<file path="config.mk">
export PLATFORM = sky130hd
export DESIGN_NAME = pipe_hazard_unit
export DESIGN_NICKNAME = d
export VERILOG_FILES = /design/src/rtl/hazard_pkg.sv /design/src/rtl/pipe_hazard_unit_fwd_select.sv /design/src/rtl/pipe_hazard_unit.sv
export SDC_FILE = /design/constraint.sdc
export NUM_CORES = 1
export LEC_CHECK = 0
export CELL_PAD_IN_SITES_DETAIL_PLACEMENT = 1
export CELL_PAD_IN_SITES_GLOBAL_PLACEMENT = 2
export CORE_MARGIN = 10
export CORE_UTILIZATION = 34
export DETAILED_ROUTE_END_ITERATION = 8
export PLACE_DENSITY = 0.82
export SLEW_MARGIN = 20
export SYNTH_ARGS = -nofsm -noshare
export SYNTH_HDL_FRONTEND = slang
export SYNTH_SLANG_ARGS = --single-unit
</file>
<file path="constraint.sdc">
create_clock -name clk -period 2.6 [get_ports clk]
set_clock_uncertainty 0.2 [all_clocks]
set_input_delay 0.52 -clock clk [delete_from_list [all_inputs] [get_ports clk]]
set_output_delay 0.52 -clock clk [all_outputs]
set_load 0.02 [all_outputs]
</file>
<file path="src/rtl/hazard_pkg.sv">
// Shared scoreboard record, constants and parameter legality check for pipe_hazard_unit.
package hazard_pkg;

  localparam int unsigned RW_MAX   = 8;
  localparam int unsigned FWD_NONE = 0;

  typedef struct packed {
    logic              valid;
    logic [RW_MAX-1:0] rd;
    logic              regwrite;
    logic              is_load;
    logic [RW_MAX-1:0] rs1;
    logic [RW_MAX-1:0] rs2;
    logic              rs1_used;
    logic              rs2_used;
  } sb_entry_t;

  function automatic bit params_legal(input int unsigned depth, input int unsigned reg_w,
                                      input int unsigned load_lat, input int unsigned br_stage,
                                      input int unsigned fwd_w);
    return (depth >= 2) && (depth <= 8) && (reg_w >= 1) && (reg_w <= RW_MAX) &&
           (load_lat >= 1) && (load_lat + 2 <= depth) && (br_stage + 2 <= depth) &&
           ((1 << fwd_w) >= depth);
  endfunction

endpackage

</file>
<file path="src/rtl/pipe_hazard_unit_fwd_select.sv">
// Priority forward-select for one EX operand: youngest qualifying entry 1..DEPTH-1 wins.
module fwd_select
  import hazard_pkg::*;
#(
  parameter int unsigned DEPTH    = 3,
  parameter int unsigned LOAD_LAT = 1,
  parameter int unsigned FWD_W    = $clog2(DEPTH)
) (
  input  sb_entry_t         entries [DEPTH],
  input  logic              src_used,
  input  logic [RW_MAX-1:0] src,
  output logic [FWD_W-1:0]  sel
);

  // Scan oldest to youngest so the lowest matching index is the last one written.
  always_comb begin
    sel = FWD_W'(FWD_NONE);
    if (entries[0].valid && src_used && (src != '0)) begin
      for (int unsigned k = DEPTH - 1; k >= 1; k--) begin
        if (entries[k].valid && entries[k].regwrite && (entries[k].rd == src) &&
            (!entries[k].is_load || (k >= 1 + LOAD_LAT)))
          sel = FWD_W'(k);
      end
    end
  end

  logic unused_fields;
  always_comb begin
    unused_fields = ^{entries[0].rd, entries[0].regwrite, entries[0].is_load};
    for (int unsigned k = 0; k < DEPTH; k++)
      unused_fields ^= ^{entries[k].rs1, entries[k].rs2, entries[k].rs1_used, entries[k].rs2_used};
  end

endmodule

</file>
<file path="src/rtl/pipe_hazard_unit.sv">
// Scoreboard hazard/forward/flush controller for the in-order pipeline.
// Define HAZARD_STATS_EN to add saturating stall/redirect/forward counters.
module pipe_hazard_unit
  import hazard_pkg::*;
#(
  parameter int unsigned DEPTH    = 3,
  parameter int unsigned REG_W    = 5,
  parameter int unsigned LOAD_LAT = 1,
  parameter int unsigned BR_STAGE = 1,
  parameter int unsigned FWD_W    = $clog2(DEPTH)
) (
  input  logic             clk,
  input  logic             rst,
  input  logic             id_valid,
  input  logic [REG_W-1:0] id_rs1,
  input  logic [REG_W-1:0] id_rs2,
  input  logic             id_rs1_used,
  input  logic             id_rs2_used,
  input  logic [REG_W-1:0] id_rd,
  input  logic             id_regwrite,
  input  logic             id_is_load,
  input  logic             br_taken,
  input  logic             mem_busy,
  output logic             pc_en,
  output logic             ifid_en,
  output logic             ifid_flush,
  output logic             idex_bubble,
  output logic [FWD_W-1:0] fwd_a,
  output logic [FWD_W-1:0] fwd_b
`ifdef HAZARD_STATS_EN
  ,
  output logic [31:0]      stat_stall,
  output logic [31:0]      stat_flush,
  output logic [31:0]      stat_fwd
`endif
);

  if (!params_legal(DEPTH, REG_W, LOAD_LAT, BR_STAGE, FWD_W)) begin : g_bad_params
    $error("pipe_hazard_unit: illegal parameter combination");
  end

  sb_entry_t sb [DEPTH];
  sb_entry_t id_rec;
  logic      advance, redirect, load_hit, stall;

  always_comb begin
    id_rec          = '0;
    id_rec.valid    = id_valid;
    id_rec.rd       = RW_MAX'(id_rd);
    id_rec.regwrite = id_regwrite;
    id_rec.is_load  = id_is_load;
    id_rec.rs1      = RW_MAX'(id_rs1);
    id_rec.rs2      = RW_MAX'(id_rs2);
    id_rec.rs1_used = id_rs1_used;
    id_rec.rs2_used = id_rs2_used;
  end

  // Loads still younger than LOAD_LAT cannot supply data to the instruction in ID.
  always_comb begin
    load_hit = 1'b0;
    for (int unsigned j = 0; j < LOAD_LAT; j++) begin
      if (sb[j].valid && sb[j].regwrite && sb[j].is_load &&
          ((id_rec.rs1_used && (id_rec.rs1 != '0) && (id_rec.rs1 == sb[j].rd)) ||
           (id_rec.rs2_used && (id_rec.rs2 != '0) && (id_rec.rs2 == sb[j].rd))))
        load_hit = 1'b1;
    end
  end

  always_comb begin
    advance     = !mem_busy;
    redirect    = advance && br_taken;
    stall       = advance && id_valid && load_hit && !redirect;
    pc_en       = rst && advance && !stall;
    ifid_en     = rst && advance && !stall;
    ifid_flush  = rst && redirect;
    idex_bubble = rst && (redirect || stall);
  end

  always_ff @(posedge clk or negedge rst) begin
    if (!rst) begin
      for (int unsigned k = 0; k < DEPTH; k++) sb[k] <= '0;
    end else if (advance) begin
      for (int unsigned k = 1; k < DEPTH; k++) begin
        sb[k] <= sb[k-1];
        if (redirect && (k <= BR_STAGE)) sb[k].valid <= 1'b0;
      end
      sb[0] <= (id_valid && !stall && !redirect) ? id_rec : '0;
    end
  end

  fwd_select #(.DEPTH(DEPTH), .LOAD_LAT(LOAD_LAT), .FWD_W(FWD_W)) u_fwd_a (
    .entries (sb),
    .src_used(sb[0].rs1_used),
    .src     (sb[0].rs1),
    .sel     (fwd_a)
  );

  fwd_select #(.DEPTH(DEPTH), .LOAD_LAT(LOAD_LAT), .FWD_W(FWD_W)) u_fwd_b (
    .entries (sb),
    .src_used(sb[0].rs2_used),
    .src     (sb[0].rs2),
    .sel     (fwd_b)
  );

`ifdef HAZARD_STATS_EN
  always_ff @(posedge clk or negedge rst) begin
    if (!rst) begin
      stat_stall <= '0;
      stat_flush <= '0;
      stat_fwd   <= '0;
    end else begin
      if (stall && (stat_stall != '1)) stat_stall <= stat_stall + 32'd1;
      if (redirect && (stat_flush != '1)) stat_flush <= stat_flush + 32'd1;
      if (((fwd_a != '0) || (fwd_b != '0)) && (stat_fwd != '1)) stat_fwd <= stat_fwd + 32'd1;
    end
  end
`endif

endmodule

</file>
# After elaboration in Yosys (flattened, before gate mapping)
# Index checks and enable logic that the tools add are counted.
totals:
  regBits: 50
  input_bits: 24
  output_inout_bits: 8
  elab_cells: 69
classes:
  eq_ne: 6
  mux: 9
  n_reduce_logical: 39
op_table:
  columns: ["cell", "n"]
  rows:
  - ["8-bit == test", 4]
  - ["8-bit nonzero test", 4]
  - ["1-bit logical AND", 29]
  - ["29-bit two-way mux", 1]
  - ["5-bit by 8-bit == test with 1-bit output", 2]
  - ["2-bit two-way mux", 6]
  - ["1-bit zero test", 4]
  - ["1-bit logical OR", 2]
  - ["1-bit two-way mux", 2]

# Logic depth before layout (Yosys ltp)
# Gate-level depths: netlist of the first run.
logic_depth:
  ltp_word: 12
  ltp_mapped: 6
  ltp_nobuf: 5

# By module
# A second synthesis of the first run with hierarchy kept.
hier_totals:
  hier_cells: 221
  area_unflattened_um2: 2874.0
modules_own_cells:
  columns: ["module", "instances", "cells_per_inst", "area_per_inst_um2", "seq_area_each_um2"]
  rows:
  - ["pipe_hazard_unit", 1, 163, 2416.1, 1501.4]
  - ["fwd_select", 2, 29, 229.0, 0.0]

# Worst setup path before layout of the first run
# Ideal clock, no wire load.
synth_timing:
  kind: "input-to-output"
  startpoint: "input port id_valid"
  endpoint: "output port idex_bubble"
  arrival_time_ns: 1.943
  t_required_ns: 1.880
  slack_ns: -0.063
  cell_stages: 5
  path_buffers: 0
  cell_sequence: "nor2b_2 > nand4_1 > or4_1 > nor2b_1 > a21boi_0"
synth_via:
  elab_chain_cells: 5
synth_rtl:
  columns: ["item", "line_no", "source"]
  rows:
  - ["start: declaration", "pipe_hazard_unit.sv:14", "input logic id_valid,"]
  - ["1-bit logical AND (3 in a row)", "pipe_hazard_unit.sv:72", "stall = advance && id_valid && load_hit && !redirect;"]
  - ["1-bit logical OR", "pipe_hazard_unit.sv:76", "idex_bubble = rst && (redirect || stall);"]
  - ["1-bit logical AND", "pipe_hazard_unit.sv:76", null]
  - ["end: declaration", "pipe_hazard_unit.sv:27", "output logic idex_bubble,"]
# No other way between the ends.

# Worst setup path in the final report of the first run
layout_timing:
  startpoint: "register sb[78] in the netlist's numbering"
  endpoint: "output port pc_en"
layout_via:
  elab_chain_cells: 9
  word_cells_on_any_way: 11
layout_rtl:
  columns: ["item", "line_no", "source"]
  rows:
  - ["start: declaration", "pipe_hazard_unit.sv:42", "sb_entry_t sb [DEPTH];"]
  - ["start signal: indexed assignment", "pipe_hazard_unit.sv:84", "sb[k] <= sb[k-1];"]
  - ["5-bit by 8-bit == test with 1-bit output (on tied branches)", "pipe_hazard_unit.sv:63, pipe_hazard_unit.sv:64", null]
  - ["1-bit logical AND (on tied branches)", "pipe_hazard_unit.sv:63, pipe_hazard_unit.sv:64", null]
  - ["1-bit logical OR *", "pipe_hazard_unit.sv:63", "((id_rec.rs1_used && (id_rec.rs1 != '0) && (id_rec.rs1 == sb[j].rd)) ||"]
  - ["1-bit logical AND *", "pipe_hazard_unit.sv:62", "if (sb[j].valid && sb[j].regwrite && sb[j].is_load &&"]
  - ["1-bit two-way mux *", "pipe_hazard_unit.sv:62", null]
  - ["1-bit logical AND * (2 in a row)", "pipe_hazard_unit.sv:72", null]
  - ["1-bit zero test *", "pipe_hazard_unit.sv:73", "pc_en = rst && advance && !stall;"]
  - ["1-bit logical AND *", "pipe_hazard_unit.sv:73", null]
  - ["end: declaration", "pipe_hazard_unit.sv:24", "output logic pc_en,"]
# Mark *: on every way between the ends. The rest lies on a longest branch, timed or not.

==> results.md, run 1 <==
- Outcome: finished, violations left
- Failing checks: negative setup slack
- Clk sinks: 35
- Clk slew on worst S/H paths: 0.07 ns
- Post-synthesis compound-gate area fraction: 12.7%
- Count leader, synth: dfrtp_1
- Dpl cells: around 270
- Root Buffer: clkbuf_8
- # diodes: 0
- Synth area leader: dfrtp_1
- CP Capture Type: output port
- Min Tclk post-route: 2.71 ns
- Crit-path cells: xnor2_1 -> nand3_2 -> or4_4 -> nor2b_4 -> o21a_1 -> buf_6
- Post-synth top cells: dfrtp_1, a22o_1, xnor2_1, mux2_2, xor2_1
- Largest reg by FF count: sb
- Multiplexer area fraction after synthesis: 8.30%
- Worst-case clock buffer depth: 2
- Vias per Instance: a little over 5
- Initial antenna violation count: 0
- Syn. warnings: 0
- Slew Limit Fails: 0
- Vias in the first global route: 1644
- Inserted Clock Buffers: 5
- Final worst slack: -0.112 ns
- Comb power frac: slightly above 20%
- CP Launch Type: flop
- Crit-path max cell delay: ~0.53 ns
- Yosys top cell area share: approximately half
- Sequential share of the synthesized area: 49.6%
- Ys flop type: dfrtp_1
- Xor/xnor share of the synthesized area: roughly 14%
- Initial DRT Pass Iterations: 4
- Top Family by Delay on Critical Path: simple AND/OR/NAND/NOR gates
- Clock power share: 30.7%
- Post-Synth Simple-Gate Area: about an eighth
- Sw Share: approximately a quarter
- Internal power: just over 0.9 mW
- Switch Pwr: about 0.33 mW
- Synthesized area per cell: roughly 12 um^2
- Core area: around 5100 um^2
- Mapped Cells: 148
- P&R area growth vs syn: 42.8%
- Largest family of logic cells by synthesized area: XOR/XNOR gates
- WHS: around 0.31 ns
- Peak VDD IR: between 0.0002 and 0.0003 V
- WL per Instance: roughly 19 um
- FP Rows: 26
- Slew @ Worst Pin: between 0.4 and 0.5 ns
- GRT overflow: 0
- Flops & latches, synth: 35
- Largest net degree at the start of global routing: 40
- Total GRT Usage: around 12%
- Crit Path Class: flop to output port
- Count of different cell masters after synthesis: 28
- Slowest-stage cell, CP: or4_4
- CP max FO: 2
- First-pass GRT wire length: around 8400 um
- Fmax: 369 MHz
- Die H: about 92 um
- Htree depth: 2
- Drt total wl: between 5000 and 6000 um
- ANT nets after route: 0
- Die area: around 8500 um^2
- Mapped Area: between 1500 and 2000 um^2
- RSZ-0062 raised after global routing: true
- Min-Delay Path Class: flop to flop
- Crit path DAT: approximately 2.0 ns
- Max Cap Viol: 0
- Post-Synth Adder-Cell Area: 0%
- Nets: roughly 230
- Slew margin rel.: 70.4%
- Non-Filler Instances: roughly 280
- Top flop regs: sb x35
- Req. time, crit path: about 1.9 ns
- Flop pwr share: about half
- I/O pins: 32
- Fin. Hold Viols: 0
- Clk_lat worst skew: approximately 0.27 ns
- Final GP Congestion: between 0.8 and 0.9
- Starting DRC count in detailed routing: a little under 60
- Hpwl dp: around 3900 um
- TritonCTS clock tree: built
- Syn nets: around 170
- Hold_buf cts: 0
- WP buf/inv: 1
- Initial Util: a little over a third
- Tcrit/Tclk final: 104%
- Leakage power: around 1.2 nW
- Power density cells: roughly 500 nW/um^2
- # setup viols final: 3
- Die width: just over 90 um
- Post-synth EDFFs: 0
- IO buf count: 31
- Largest register FFs: 35
- # DRC: 0
- Asr flop ratio synth: 100%
- Top cells by area, synth: dfrtp_1, a22o_1, mux2_2
- DR vias: around 1400
- Layout cell share with drive strength beyond 1: a little under two fifths
[metrics by stage]
stage,util [%],power (mW),TNS [ns],setup WS (ns),area [um^2]
floorplan,-,0.737,0,0.00855,1760
global placement,45.3,0.845,-6.39,-0.910,2300
detailed placement,45.3,0.859,-7.91,-0.975,2300
CTS,48.5,1.26,-0.343,-0.135,2460
global route,49.7,1.33,-0.594,-0.195,2520
finish,49.7,1.27,-0.281,-0.112,2520
[final cells by class]
class                      count  area (um^2)
inverter                       1         3.75
multi-input combinational    105          961
clock inverter                 1         5.00
sequential                    35          878
fill                         567         2550
tap                           70         87.6
timing repair buffer          61          502
clock buffer                   6         82.6
[layout by cell type, fill, tap and decap left out, types with 6 or more instances in the layout]
| cell type | n |
|---|---|
| buf_2 | 7 |
| a22o_1 | 19 |
| dlygate4sd2_1 | 6 |
| buf_4 | 29 |
| mux2_2 | 13 |
| clkbuf_8 | 6 |
| xor2_1 | 12 |
| clkdlybuf4s50_1 | 11 |
| xnor2_1 | 11 |
| dfrtp_1 | 33 |
[path summary, 6_finish.rpt]
kind | start | to | slack, ns | cells after the start
min reg2reg | sb[47] | sb[47] | 0.31 | 1
max | sb[78] | pc_en | -0.11 | 6
max in group asynchronous | rst | sb[63] | 1.30 | 2
max reg2reg | sb[80] | sb[71] | 0.43 | 6
min in group asynchronous | rst | sb[48] | 0.55 | 2
min | sb[47] | sb[47] | 0.31 | 1
[power groups by stage]
stage	Clock (mW)	Sequential (mW)	Combinational, mW
3_5_place_dp	0	0.632	0.227
4_1_cts	0.394	0.622	0.238
6_report	0.388	0.622	0.256
2_1_floorplan	0	0.623	0.115
3_3_place_gp	0	0.629	0.216
5_1_grt	0.423	0.627	0.278
[logic make-up after synthesis]
family	after synthesis
muxes	13
AOI/OAI and AO/OA	28
and+or+nand+nor	36
buffers and inverters	8
DFF	35
xor gates and xnor gates	28
[routing by layer]
metal,GRT usage (%),share of wire [%],up-vias,routed length [um]
met4,4.24,1.5,0,80
li1,-,-,665,-
met5,0,0,-,0
met3,3.91,3.6,6,186
met1,14.0,42,727,2200
met2,21.6,53,23,2750
[timing repair]
item / in CTS / in global routing
pin swaps: 14 / 9
buffers inserted: 4 / 3
setup endpoints to repair: 8 / 7
resized for setup: 77 / 14
No activity file was read; power rests on OpenSTA's default activity.
==> run 2, diff against run 1 <==
Settings changed: CAP_MARGIN from default to 30, CORE_MARGIN 10 to 2.
==> run 2 against run 1 <==
The run still ends with negative setup slack left. Global-route usage grew 6.2 points. Register-to-register slack lost 0.09 ns. Non-clock buffer count grew 14. Setup slack lost 0.035 ns. Combinational power grew 5%. Sequential cell count is the same. Power grew 2.4%. Critical path type is now input pin to output port. Highest routed layer unchanged.
==> results.md, run 2 (synthesis gave the netlist of run 1 again) <==
- Tcrit/Tclk final: 106% (+1.3 points)
- Largest net degree at the start of global routing: 40 (unchanged)
- Min-Delay Path Class: input pin to flop
- I/O pins: 32 (unchanged)
- # DRC: 0 (unchanged)
- First-pass GRT wire length: 8380 um (unchanged)
- Final GP Congestion: 0.867 (+4.0%)
- Largest reg by FF count: sb
- WHS: 0.319 ns (+0.00470 ns)
- Drt total wl: 5440 um (+4.3%)
- Power density cells: 491 nW/um^2 (-2.3%)
- Vias in the first global route: 1650 (+0.36%)
- Min Tclk post-route: 2.75 ns (+0.0350 ns)
- Largest register FFs: 35 (unchanged)
- CP max FO: 2 (unchanged)
- Slew margin rel.: 70.0% (-0.34 points)
- Most common cell after layout, fill and taps aside: buf_4
- Crit Path Class: input pin to output port
- DR vias: 1500 (+5.6%)
- Layout cell share with drive strength beyond 1: 43.5% (+5.2 points)
- Pwr Total: 1.30 mW (+2.4%)
- Htree depth: 2 (unchanged)
- GRT overflow: 0 (unchanged)
- Outcome: finished, violations left
- Peak VDD IR: 0.000397 V (+38%)
- Most frequent cells in the layout: buf_4, dfrtp_1, a22o_1
- Slew @ Worst Pin: 0.450 ns (+0.00508 ns)
- Initial antenna violation count: 0 (unchanged)
- RSZ-0062 raised after global routing: true
- Fmax: 364 MHz (-1.3%)
- Root Buffer: clkbuf_8
- IO buf count: 31 (unchanged)
- Req. time, crit path: 1.88 ns (about the same)
- Fin. Hold Viols: 0 (unchanged)
- Core area: 5040 um^2 (-0.64%)
- Crit-path max cell delay: 0.55 ns (+0.02 ns)
- Clk_lat worst skew: 0.29 ns (+0.02 ns)
- CP Capture Type: output port
- Worst-case clock buffer depth: 2 (unchanged)
- Final worst slack: -0.147 ns (-0.0350 ns)
- Vias per Instance: 5.12 (+0.52%)
- Initial DRT Pass Iterations: 4 (unchanged)
- Clk sinks: 35 (unchanged)
- ANT nets after route: 0 (unchanged)
- Reg-to-reg setup timing slack: 0.34 ns (-0.09 ns)
- Slowest-stage cell, CP: or4_4
- Top Family by Delay on Critical Path: simple AND/OR/NAND/NOR gates
- Hpwl dp: 3630 um (-6.5%)
- WP buf/inv: 3 (+2)
- TritonCTS clock tree: built
- Clk slew on worst S/H paths: 0.07 ns (about the same)
- FP Rows: 26 (unchanged)
- Die width: 76.0 um (-17%)
- WL per Instance: 18.6 um (-0.69%)
- # setup viols final: 4 (+1)
- Leakage power: 1.25 nW (+5.4%)
- # diodes: 0 (unchanged)
- Total GRT Usage: 18.6% (+6.2 points)
- Crit-path cells: buf_8 -> buf_6 -> xnor2_2 -> nand3_1 -> or4_4 -> nor2b_4 -> o21a_1 -> buf_6
- Number of fill cells in the layout: 522 (-7.9%)
- Die H: 76.0 um (-17%)
- Inserted Clock Buffers: 5 (unchanged)
- Initial Util: 35.0% (+0.22 points)
- Slew Limit Fails: 0 (unchanged)
- Starting DRC count in detailed routing: 50 (-14%)
- Nets: 247 (+6.0%)
- Failing checks: negative setup slack
- Max Cap Viol: 0 (unchanged)
- P&R area growth vs syn: 49.7%
- Top flop regs: sb x35
- Crit path DAT: 2.03 ns (+0.04 ns)
- Most used cell, CP: buf_6
- CP Launch Type: input pin
- Die area: 5780 um^2 (-32%)
[run 2: cell types whose count changed in the layout (fill, tap and decap cells not counted), moves of 2 or more]
cell,delta
buf_4,+16
buf_2,-5
clkbuf_2,+2
nor3_1,-2
[run 2: metal layers]
metal | part of all wire, % | GRT usage (%) | vias to the layer above
met5 | 0 | 0 | -
met2 | 53 | 32.8 | 32
met4 | 1.6 | 8.18 | 0
li1 | - | - | 698
met1 | 43 | 22.2 | 764
met3 | 3.0 | 3.44 | 6
[run 2: timing repair]
| item | 4_1_cts | 5_1_grt |
|---|---|---|
| setup buffers | 10 | 7 |
| hold buffers | 0 | 0 |
| endpoints found under the setup margin | 8 | 7 |
| pin swaps | 16 | 10 |
| gates resized for setup | 80 | 17 |
[run 2: worst reg2reg max path, stage by stage (launching register included)]
cell	delay, ns
dfrtp_1	0.41
buf_4	0.17
xnor2_2	0.16
nand3_2	0.13
nor4_4	0.39
buf_4	0.17
and4bb_4	0.30
a22o_1	0.23
[run 2: final timing paths]
| path | endpoint | depth (start not counted) | startpoint |
|---|---|---|---|
| max | ifid_en | 8 | id_rs2[1] |
| min reg2reg | sb[47] | 1 | sb[47] |
| min in group asynchronous | sb[82] | 2 | rst |
| min | sb[60] | 2 | id_rs2[0] |
| max in group asynchronous | sb[64] | 2 | rst |
| max reg2reg | sb[61] | 7 | sb[81] |
[run 2: power breakdown]
group | internal, mW | switching, mW
logic | 0.151 | 0.118
registers | 0.582 | 0.0421
clock network | 0.208 | 0.196
[run 2: layout make-up]
class                   count  area [um^2]  share of cell area (%)
multi-input cells         105          960                    36.3
flip-flops and latches     35          880                    33.3
repair buffers             75          623                    23.6
clock inverters             1         5.00                   0.189
inverters                   1         3.75                   0.142
well taps                  70         87.6                    3.32
clock buffers               6         82.6                    3.13
[run 2: through the flow]
step	util, %	instance area [um^2]	TNS (ns)	setup WS (ns)	instances
2_1_floorplan	-	1760	0	0.00855	148
3_3_place_gp	46.0	2320	-5.70	-0.933	269
3_5_place_dp	46.0	2320	-6.21	-0.979	269
4_1_cts	50.6	2550	-0.455	-0.165	286
5_1_grt	52.4	2640	-0.780	-0.211	293
6_report	52.4	2640	-0.442	-0.147	293
==> run 3, diff against run 2 <==
Settings changed: CTS_CLUSTER_SIZE from default to 28.
==> results of run 3 <==
Same layout as run 2: the final DEF is identical, and so are final timing and power.
